<file path="config.mk">
export PLATFORM = sky130hd
export DESIGN_NAME = lsu_ctrl
export DESIGN_NICKNAME = d
export VERILOG_FILES = /design/src/rtl/lsu_pkg.sv /design/src/rtl/lsu_align.sv /design/src/rtl/lsu_ctrl.sv
export SDC_FILE = /design/constraint.sdc
export NUM_CORES = 1
export LEC_CHECK = 0
export BUFFER_PORTS_ARGS = -buffer_cell sky130_fd_sc_hd__buf_2
export CAP_MARGIN = 0
export CORE_MARGIN = 1
export CORE_UTILIZATION = 42
export DETAILED_ROUTE_END_ITERATION = 16
export PLACE_DENSITY = 0.76
export SYNTH_ARGS = -nofsm -noshare
export SYNTH_HDL_FRONTEND = slang
export SYNTH_SLANG_ARGS = --single-unit
</file>
<file path="constraint.sdc">
create_clock -name clk -period 2.35 [get_ports clk]
set_input_delay 0.47 -clock clk [delete_from_list [all_inputs] [get_ports clk]]
set_output_delay 0.47 -clock clk [all_outputs]
set_load 0.02 [all_outputs]
</file>
<file path="src/rtl/lsu_pkg.sv">
// lsu_pkg: shared definitions for the load/store unit.
//   - RV32I funct3 encodings for loads and stores
//   - lsu_state_t: controller FSM states
//   - lsu_req_t:   request fields held for the duration of an access
//   - is_misaligned / is_illegal: request error classification
package lsu_pkg;

    localparam logic [2:0] F3_B  = 3'b000;
    localparam logic [2:0] F3_H  = 3'b001;
    localparam logic [2:0] F3_W  = 3'b010;
    localparam logic [2:0] F3_BU = 3'b100;
    localparam logic [2:0] F3_HU = 3'b101;

    typedef enum logic [1:0] {
        IDLE   = 2'd0,
        ACCESS = 2'd1,
        WAIT   = 2'd2,
        RESP   = 2'd3
    } lsu_state_t;

    typedef struct packed {
        logic       is_store;
        logic [2:0] funct3;
        logic [1:0] off;
        logic [4:0] rd;
    } lsu_req_t;

    // Halves must be 2-byte aligned, words 4-byte aligned; bytes never fault.
    function automatic logic is_misaligned(input logic [2:0] funct3, input logic [1:0] addr_lo);
        logic mis;
        case (funct3)
            F3_H, F3_HU: mis = addr_lo[0];
            F3_W:        mis = (addr_lo != 2'b00);
            default:     mis = 1'b0;
        endcase
        return mis;
    endfunction

    // Stores have no unsigned variants, so BU/HU encodings are illegal for them.
    function automatic logic is_illegal(input logic is_store, input logic [2:0] funct3);
        logic ok;
        if (is_store) ok = funct3 inside {F3_B, F3_H, F3_W};
        else          ok = funct3 inside {F3_B, F3_H, F3_W, F3_BU, F3_HU};
        return !ok;
    endfunction

endpackage

</file>
<file path="src/rtl/lsu_align.sv">
// lsu_align: combinational lane steering for the load/store unit.
//   funct3   : RV32I access size/sign
//   addr_off : byte offset within the word
//   wdata    : store source data (rs2)
//   rdata    : raw word read from memory
//   byte_en  : store byte lanes
//   st_data  : store data replicated across lanes
//   ld_data  : load data shifted down and sign/zero-extended
module lsu_align
    import lsu_pkg::*;
#(
    parameter int B_WIDTH = 32
) (
    input  logic [2:0]           funct3,
    input  logic [1:0]           addr_off,
    input  logic [B_WIDTH-1:0]   wdata,
    input  logic [B_WIDTH-1:0]   rdata,
    output logic [B_WIDTH/8-1:0] byte_en,
    output logic [B_WIDTH-1:0]   st_data,
    output logic [B_WIDTH-1:0]   ld_data
);

    localparam int NB = B_WIDTH / 8;

    logic [B_WIDTH-1:0] shifted;

    // Replicating the data means memory only has to honour byte_en; it never
    // needs to know the offset.
    always_comb begin
        byte_en = '0;
        st_data = '0;
        case (funct3)
            F3_B: begin
                byte_en = NB'(1) << addr_off;
                for (int i = 0; i < NB; i++) st_data[i*8 +: 8] = wdata[7:0];
            end
            F3_H: begin
                byte_en = NB'(3) << {addr_off[1], 1'b0};
                for (int i = 0; i < NB; i++) st_data[i*8 +: 8] = wdata[(i%2)*8 +: 8];
            end
            F3_W: begin
                byte_en = '1;
                st_data = wdata;
            end
            default: ;
        endcase
    end

    assign shifted = rdata >> {addr_off, 3'b000};

    always_comb begin
        case (funct3)
            F3_B:    ld_data = {{(B_WIDTH-8){shifted[7]}}, shifted[7:0]};
            F3_BU:   ld_data = {{(B_WIDTH-8){1'b0}}, shifted[7:0]};
            F3_H:    ld_data = {{(B_WIDTH-16){shifted[15]}}, shifted[15:0]};
            F3_HU:   ld_data = {{(B_WIDTH-16){1'b0}}, shifted[15:0]};
            default: ld_data = shifted;
        endcase
    end

endmodule

</file>
<file path="src/rtl/lsu_ctrl.sv">
// lsu_ctrl: single-outstanding load/store controller between execute and the
// data-memory port.
//   req_*   : request from execute; accepted in IDLE (req_ready)
//   resp_*  : one-cycle completion to writeback (rd/data zero for stores/errors)
//   stall   : pipeline hold while an access is in flight
//   mem_*   : word-aligned memory port; strobes only in ACCESS
// Every output other than req_ready/stall is a flop loaded on the edge that
// enters the state it belongs to.
module lsu_ctrl
    import lsu_pkg::*;
#(
    parameter int B_WIDTH     = 32,
    parameter int MEM_LATENCY = 1
) (
    input  logic                 clk,
    input  logic                 rst,
    input  logic                 req_valid,
    output logic                 req_ready,
    input  logic                 req_is_store,
    input  logic [2:0]           req_funct3,
    input  logic [B_WIDTH-1:0]   req_addr,
    input  logic [B_WIDTH-1:0]   req_wdata,
    input  logic [4:0]           req_rd,
    output logic                 resp_valid,
    output logic [4:0]           resp_rd,
    output logic [B_WIDTH-1:0]   resp_data,
    output logic                 resp_err,
    output logic                 stall,
    output logic [B_WIDTH-1:0]   mem_addr,
    output logic                 mem_read_en,
    output logic                 mem_write_en,
    output logic [B_WIDTH/8-1:0] write_byte_en,
    output logic [B_WIDTH-1:0]   mem_wdata,
    input  logic [B_WIDTH-1:0]   mem_rdata
);

    localparam int NB = B_WIDTH / 8;
    localparam int CW = (MEM_LATENCY > 1) ? $clog2(MEM_LATENCY) : 1;

    lsu_state_t    state, state_next;
    lsu_req_t      lat_req;
    logic [CW-1:0] wait_cnt;
    logic          req_err;

    logic [2:0]         al_f3;
    logic [1:0]         al_off;
    logic [NB-1:0]      al_be;
    logic [B_WIDTH-1:0] al_wdata, al_ldata;

    logic               resp_valid_d, resp_err_d, mem_read_en_d, mem_write_en_d;
    logic [4:0]         resp_rd_d;
    logic [B_WIDTH-1:0] resp_data_d, mem_addr_d, mem_wdata_d;
    logic [NB-1:0]      write_byte_en_d;

    assign req_ready = (state == IDLE);
    assign stall     = (state != IDLE);
    assign req_err   = is_illegal(req_is_store, req_funct3) || is_misaligned(req_funct3, req_addr[1:0]);

    // Store lanes are built from the live request on the accept edge; load
    // extraction happens late, so it uses the held copy.
    assign al_f3  = (state == IDLE) ? req_funct3    : lat_req.funct3;
    assign al_off = (state == IDLE) ? req_addr[1:0] : lat_req.off;

    lsu_align #(.B_WIDTH(B_WIDTH)) u_align (
        .funct3   (al_f3),
        .addr_off (al_off),
        .wdata    (req_wdata),
        .rdata    (mem_rdata),
        .byte_en  (al_be),
        .st_data  (al_wdata),
        .ld_data  (al_ldata)
    );

    // State register
    always_ff @(posedge clk) begin
        if (rst) state <= IDLE;
        else     state <= state_next;
    end

    // Next state
    always_comb begin
        state_next = state;
        case (state)
            IDLE:    if (req_valid) state_next = req_err ? RESP : ACCESS;
            ACCESS:  state_next = lat_req.is_store ? RESP : WAIT;
            WAIT:    if (wait_cnt == '0) state_next = RESP;
            RESP:    state_next = IDLE;
            default: state_next = IDLE;
        endcase
    end

    // Output values for the state being entered
    always_comb begin
        resp_valid_d    = 1'b0;
        resp_rd_d       = '0;
        resp_data_d     = '0;
        resp_err_d      = 1'b0;
        mem_addr_d      = '0;
        mem_read_en_d   = 1'b0;
        mem_write_en_d  = 1'b0;
        write_byte_en_d = '0;
        mem_wdata_d     = '0;
        case (state)
            IDLE: begin
                if (state_next == ACCESS) begin
                    mem_addr_d = {req_addr[B_WIDTH-1:2], 2'b00};
                    if (req_is_store) begin
                        mem_write_en_d  = 1'b1;
                        write_byte_en_d = al_be;
                        mem_wdata_d     = al_wdata;
                    end else begin
                        mem_read_en_d = 1'b1;
                    end
                end else if (state_next == RESP) begin
                    resp_valid_d = 1'b1;
                    resp_err_d   = 1'b1;
                end
            end
            ACCESS: begin
                if (state_next == WAIT) mem_addr_d   = mem_addr;
                else                    resp_valid_d = 1'b1;
            end
            WAIT: begin
                if (state_next == WAIT) begin
                    mem_addr_d = mem_addr;
                end else begin
                    // Last wait cycle: mem_rdata is valid now, capture it extracted.
                    resp_valid_d = 1'b1;
                    resp_rd_d    = lat_req.rd;
                    resp_data_d  = al_ldata;
                end
            end
            default: ;
        endcase
    end

    // Held request, wait counter and output flops
    always_ff @(posedge clk) begin
        if (rst) begin
            lat_req       <= '0;
            wait_cnt      <= '0;
            resp_valid    <= 1'b0;
            resp_rd       <= '0;
            resp_data     <= '0;
            resp_err      <= 1'b0;
            mem_addr      <= '0;
            mem_read_en   <= 1'b0;
            mem_write_en  <= 1'b0;
            write_byte_en <= '0;
            mem_wdata     <= '0;
        end else begin
            if (state == IDLE && req_valid) begin
                lat_req.is_store <= req_is_store;
                lat_req.funct3   <= req_funct3;
                lat_req.off      <= req_addr[1:0];
                lat_req.rd       <= req_rd;
            end
            if (state == ACCESS)                         wait_cnt <= CW'(MEM_LATENCY - 1);
            else if (state == WAIT && wait_cnt != '0)    wait_cnt <= wait_cnt - CW'(1);
            resp_valid    <= resp_valid_d;
            resp_rd       <= resp_rd_d;
            resp_data     <= resp_data_d;
            resp_err      <= resp_err_d;
            mem_addr      <= mem_addr_d;
            mem_read_en   <= mem_read_en_d;
            mem_write_en  <= mem_write_en_d;
            write_byte_en <= write_byte_en_d;
            mem_wdata     <= mem_wdata_d;
        end
    end

endmodule

</file>
Word level (Yosys, flattened, before mapping)
Cells that the tools add are included.
{"block": "word_totals", "ff_bits": 123}
{"block": "op_classes", "n_shift": 3, "addsub": 1, "bitwise_logic": 4, "mux": 21, "reduce_logical": 18, "n_eq_ne": 15}
{"cell": "$pmux 32 s4", "n": 1}
{"cell": "$pmux 32 s3", "n": 1}
{"cell": "$mux 32", "n": 2}
{"cell": "$pmux 32 s2", "n": 1}
{"cell": "$shr 32x5->32", "n": 1}
{"cell": "$eq 3x3->1 const B", "n": 4}
{"cell": "$pmux 4 s3", "n": 1}
{"cell": "$eq 2x2->1 const B", "n": 4}
{"cell": "$mux 2", "n": 4}
{"cell": "$pmux 2 s4", "n": 1}
{"cell": "$reduce_or 2->1", "n": 4}
{"cell": "$mux 1", "n": 7}
{"cell": "$eq 3x1->1 const B", "n": 2}
{"cell": "$eq 3x2->1 const B", "n": 2}
{"cell": "$logic_not 3->1", "n": 2}
{"cell": "$reduce_or 3->1", "n": 2}
{"cell": "$reduce_bool 5->1", "n": 1}
{"cell": "$eq 2x1->1 const B", "n": 2}
{"cell": "$not 1->1", "n": 4}
{"cell": "$pmux 1 s2", "n": 2}
{"cell": "$reduce_bool 2->1", "n": 2}
{"cell": "$reduce_or 4->1", "n": 1}
{"cell": "$shl 1x2->4 const A", "n": 1}
{"cell": "$shl 2x2->4 const A", "n": 1}
{"cell": "other kinds (8)", "n": 9}

Logic depth before layout (Yosys ltp)
{"block": "logic_depth", "ltp_word": 12, "depth_mapped": 11, "mapped_depth_nobuf": 7}

Hierarchy
A second synthesis with hierarchy kept.
{"block": "hier_totals", "cells_unflattened": 593, "hier_area_um2": 5218.8}
{"module": "lsu_ctrl", "area_per_inst_um2": 3860.0, "instances": 1, "cells_per_inst": 367}
{"module": "lsu_align", "area_per_inst_um2": 1358.8, "instances": 1, "cells_per_inst": 226}

Worst setup path after synthesis
OpenSTA, ideal clock, no wires.
{"block": "synth_timing", "path_kind": "register to register", "from": "register state[0]", "to": "register resp_data[26]", "arrival_ps": 2353, "slack_ps": -124, "stages_incl_launch_ff": 10, "path_cell_list": "dfxtp_1 > inv_1 > ha_1 > buf_6 > mux2_4 > mux2_4 > a221o_1 > a22oi_4 > buf_6 > a21oi_2"}
{"block": "synth_via", "elab_chain_cells": 4, "elab_cells_between_ends": 18, "classes_between": "eq/ne: 7; shift: 1; mux: 6; bitwise: 1; reduce/logical: 3"}
{"element": "start, declared", "line": "lsu_ctrl.sv:40", "source": "lsu_state_t state, state_next;"}
{"element": "start signal, assigned", "line": "lsu_ctrl.sv:77", "source": "else state <= state_next;"}
{"element": "$logic_not 2->1 *"}
{"element": "net req_ready", "line": "lsu_ctrl.sv:18", "source": "output logic req_ready,"}
{"element": "$mux 2, or another cell as far along", "line": "lsu_ctrl.sv:62", "source": "assign al_off = (state == IDLE) ? req_addr[1:0] : lat_req.off;"}
{"element": "$shr 32x5->32, or another cell as far along", "line": "lsu_align.sv:49", "source": "assign shifted = rdata >> {addr_off, 3'b000};"}
{"element": "$pmux 32 s4 / $reduce_or 3->1 (equally long branches)"}
{"element": "end signal, assigned", "line": "lsu_ctrl.sv:162", "source": "resp_data <= resp_data_d;"}
{"element": "end, declared", "line": "lsu_ctrl.sv:26", "source": "output logic [B_WIDTH-1:0] resp_data,"}
The timed path passes the listed nets; every way through them passes the cells marked *.
A chain may end at the register's enable or synchronous reset.

Final worst setup path
{"block": "layout_timing", "from": "register state[1]", "to": "register mem_addr[2]"}
{"block": "layout_via", "elab_chain_cells": 5, "elab_cells_between_ends": 13, "classes_between": "eq/ne: 6; mux: 5; reduce/logical: 2"}
{"element": "$eq 2x2->1, or another cell as far along", "line": "lsu_ctrl.sv:83", "source": "case (state)"}
{"element": "$pmux 2 s4", "line": "lsu_ctrl.sv:83"}
{"element": "$eq 2x1->1", "line": "lsu_ctrl.sv:105", "source": "if (state_next == ACCESS) begin"}
{"element": "$mux 32", "line": "lsu_ctrl.sv:105"}
{"element": "$pmux 32 s2", "line": "lsu_ctrl.sv:103", "source": "case (state)"}
{"element": "end signal, assigned", "line": "lsu_ctrl.sv:164", "source": "mem_addr <= mem_addr_d;"}
{"element": "end, declared", "line": "lsu_ctrl.sv:29", "source": "output logic [B_WIDTH-1:0] mem_addr,"}
Several ways; a longest one is shown, not always the timed one.

==> run_results.csv <==
group,metric,value,unit
outcome,status,"complete, no violations",
clock_tree,cts_buffer_depth,2,
clock_tree,clk_pin_slew,0.05,ns
synth,synth_top_area_frac,0.511,
layout,fin_cells,902,
global_route,grt_max_degree,65,
layout,layout.nets,865,
sta,hold_violations,0,
synth,ys.flop_type,"dfxtp_1",
floorplan,row_count,38,
synth,synth_cell_types,49,
layout,fillers,947,
sta,fin_crit_sh,0.954,
sta,clock.fmax,446,MHz
layout,area_delta_synth_final,40.0,%
floorplan,core_area,10900,sq um
setup_path,r2r-end,"mem_addr[2]$_SDFFE_PP0P_",
global_route,grt_pass1_vias,4210,
floorplan,fp.dieW,108,um
setup_path,r2r-start,"state[1]$_SDFF_PP0_",
synth,syn-cell-area,4740,sq um
layout,seq_area,2420,sq um
sta,tns,0,ns
synth,synth_edf_count,0,
setup_path,critPathMaxStageDelay,0.42,ns
clock_tree,clk_latency,0.41,ns
routing,wl_per_cell,14.7,um
layout,multi_input_area,2100,sq um
synth,ys_warn_count,0,
synth,avgSynthCellArea,8.88,sq um
clock_tree,cts.sinks,121,
global_route,grt_pass1_wl,19.8,mm
clock_tree,cts_max_level,4,
setup_path,r2r_slack,0.11,ns
power,power.density,1280,nW/um^2
sta,setup_viol,0,
floorplan,die_h,108,um
routing,routed-via-count,4636,
synth,yosys.area.top_type,"dfxtp_1",
routing,route.detailed.drc,0,
placed_design,hpwl,9.54,mm
layout,drive_gt1_frac,0.378,
setup_path,crit_path_max_fanout,15,
sta,holdWs,0.301,ns
setup_path,critical_path_class,"reg2reg",
hold_path,holdPathStages,3,
sta,worst_pin_slew,0.839,ns
layout,n_antenna_cell,0,
global_route,antenna_found_initial,1,
routing,drt-initial-drc-count,238,
setup_path,crit_chain,"inv_1 > ha_4 > buf_4 > inv_1 > or3_4 > a2111oi_4 > buf_4 > clkbuf_16 > nand2_1 > o22ai_1",
hold_path,worstHoldStart,"req_wdata[19]",
floorplan,start_util,0.434,
synth,synth_top_cells_by_area,"dfxtp_1 (51%), nand2_1 (9.1%), o22ai_1 (4.0%)",
floorplan,die-area,11700,sq um
sta,period_minus_slack,2.24,ns
job,cap_viol_max_count,0,
setup_path,cp.arrival,2.58,ns
routing,first_pass_iters,8,
placed_design,io_buffers,216,
setup_path,cp-start-kind,"flop",
setup_path,rr_worst_depth,10,
hold_path,min_to,"mem_wdata[19]$_SDFF_PP0_",
synth,synth-seq-cells,121,
floorplan,ios,219,
setup_path,cpMaxStageDelayCell,"or3_4",
sta,relSlewSlack,0.438,
routing,ant_nets,0,
placed_design,dp.cells,869,
sta,drv_slew,0,
global_route,grt_overflow,0,
sta,finalClockSkew,0.00754,ns
global_route,groute.usage.overall,0.222,
setup_path,endpoint_kind,"flop",
clock_tree,cts_root_buffer,"clkbuf_16",
power,total_power,8.48,mW
synth,syn_inst,534,
layout,final_common_cell,"buf_2",
synth,synthArstFlopShare,0,
power,p_leak,3.13,nW
placed_design,gp_congestion,0.850,
synth,ys_seq_area_frac,0.511,
clock_tree,cts_buffers,17,
setup_path,crit_required,2.69,ns
clock_tree,cts_tree,"done",
hold_path,hold_path_class,"in2reg",
routing,drt-total-wl,13.3,mm
routing,viasPerCell,5.14,
layout,mostFrequentLayoutCells,"buf_2 (216), dfxtp_1 (120), nand2_1 (115), nor2_1 (38)",
power,irDropWorstVdd,0.602,mV
## synth_stat cells (3+ instances only)
master,number
a211oi_1,15
a21o_1,8
a21oi_1,30
a21oi_2,10
a222oi_1,8
a22oi_1,16
and2_1,9
buf_2,15
clkbuf_1,20
dfxtp_1,121
ha_1,4
inv_1,17
mux2i_1,10
nand2_1,115
nand2b_1,3
nor2_1,38
nor2b_1,8
nor3_1,7
nor3b_1,6
o22ai_1,30
o2bb2ai_1,7
## sequential cells by signal, summed over array words and instances, names as in the netlist
register       count
resp_valid         1
resp_err           1
state              2
lat_req           11
mem_write_en       1
mem_wdata         32
wait_cnt           1
resp_data         32
mem_read_en        1
write_byte_en      4
mem_addr          30
resp_rd            5
## area by class of cell
cell class,count,share of cell area
Multi-Input combinational cell,356,0.317
Clock inverter,4,0.00678
Clock buffer,24,0.0726
Sequential cell,121,0.365
Timing Repair Buffer,240,0.203
Tap cell,140,0.0264
Inverter,17,0.00961
## how the worst max path moves through the flow
stage                     slack, ns  cells past startpoint           startpoint                       end
after floorplan               0.006                      9  state[0]$_SDFF_PP0_  resp_data[26]$_SDFF_PP0_
after global placement         0.12                      8  state[0]$_SDFF_PP0_  mem_wdata[24]$_SDFF_PP0_
after detailed placement       0.03                      9  state[0]$_SDFF_PP0_  mem_addr[2]$_SDFFE_PP0P_
after CTS                      0.01                      9  state[0]$_SDFF_PP0_  mem_addr[2]$_SDFFE_PP0P_
after global routing          -0.02                     10  state[1]$_SDFF_PP0_  mem_addr[2]$_SDFFE_PP0P_
final                          0.11                     10  state[1]$_SDFF_PP0_  mem_addr[2]$_SDFFE_PP0P_
## repair_timing
item / 4_1_cts / 5_1_grt
hold buffers: 0 / 0
endpoints found under the setup margin: 0 / 94
gates resized for setup: 0 / 5
setup buffers: 0 / 4
## stage by stage
step	util	area, sq um	setup slack [ns]
after global routing	0.607	6640	-0.0203
after detailed placement	0.553	6040	0.0338
after CTS	0.601	6570	0.0101
after floorplan	-	4760	0.00627
after global placement	0.553	6040	0.124
final	0.607	6640	0.107
## layer usage
| metal | wire (um) | GRT usage | share of wire | up-vias |
|---|---|---|---|---|
| met2 | 6370 | 0.367 | 0.48 | 207 |
| met4 | 315 | 0.116 | 0.024 | 2 |
| li1 | - | - | - | 2284 |
| met5 | 13 | 0 | 0.00098 | - |
| met3 | 1100 | 0.0717 | 0.082 | 30 |
| met1 | 5500 | 0.256 | 0.41 | 2113 |
## cell families (layout without fill, tap and decap cells)
| group | count (synthesis) | count (layout) | share of synthesized area |
|---|---|---|---|
| AND/OR/NAND/NOR | 194 | 194 | 0.176 |
| AO/OA/AOI/OAI | 143 | 143 | 0.218 |
| flip-flops | 121 | 121 | 0.511 |
| buffers and inverters | 58 | 285 | 0.0546 |
| multiplexers | 13 | 13 | 0.0298 |
| adder cells (fa/ha/maj) | 4 | 4 | 0.0106 |
| other | 1 | 2 | 0.000791 |
## report_power, final
group          internal (mW)  switching, mW
combinational           1.43           2.25
sequential              2.35          0.135
clock                   1.50          0.812
total                   5.28           3.19
## worst max-delay path, delay by kind of cell, from the launching register on
family / cells / cell delay, ns
DFF: 1 / 0.31
and+or+nand+nor: 2 / 0.49
buffers and inverters: 5 / 0.70
adders and majority gates: 1 / 0.21
AOI/OAI and AO/OA: 2 / 0.48
Note: power is estimated with default switching activity, not from simulation.
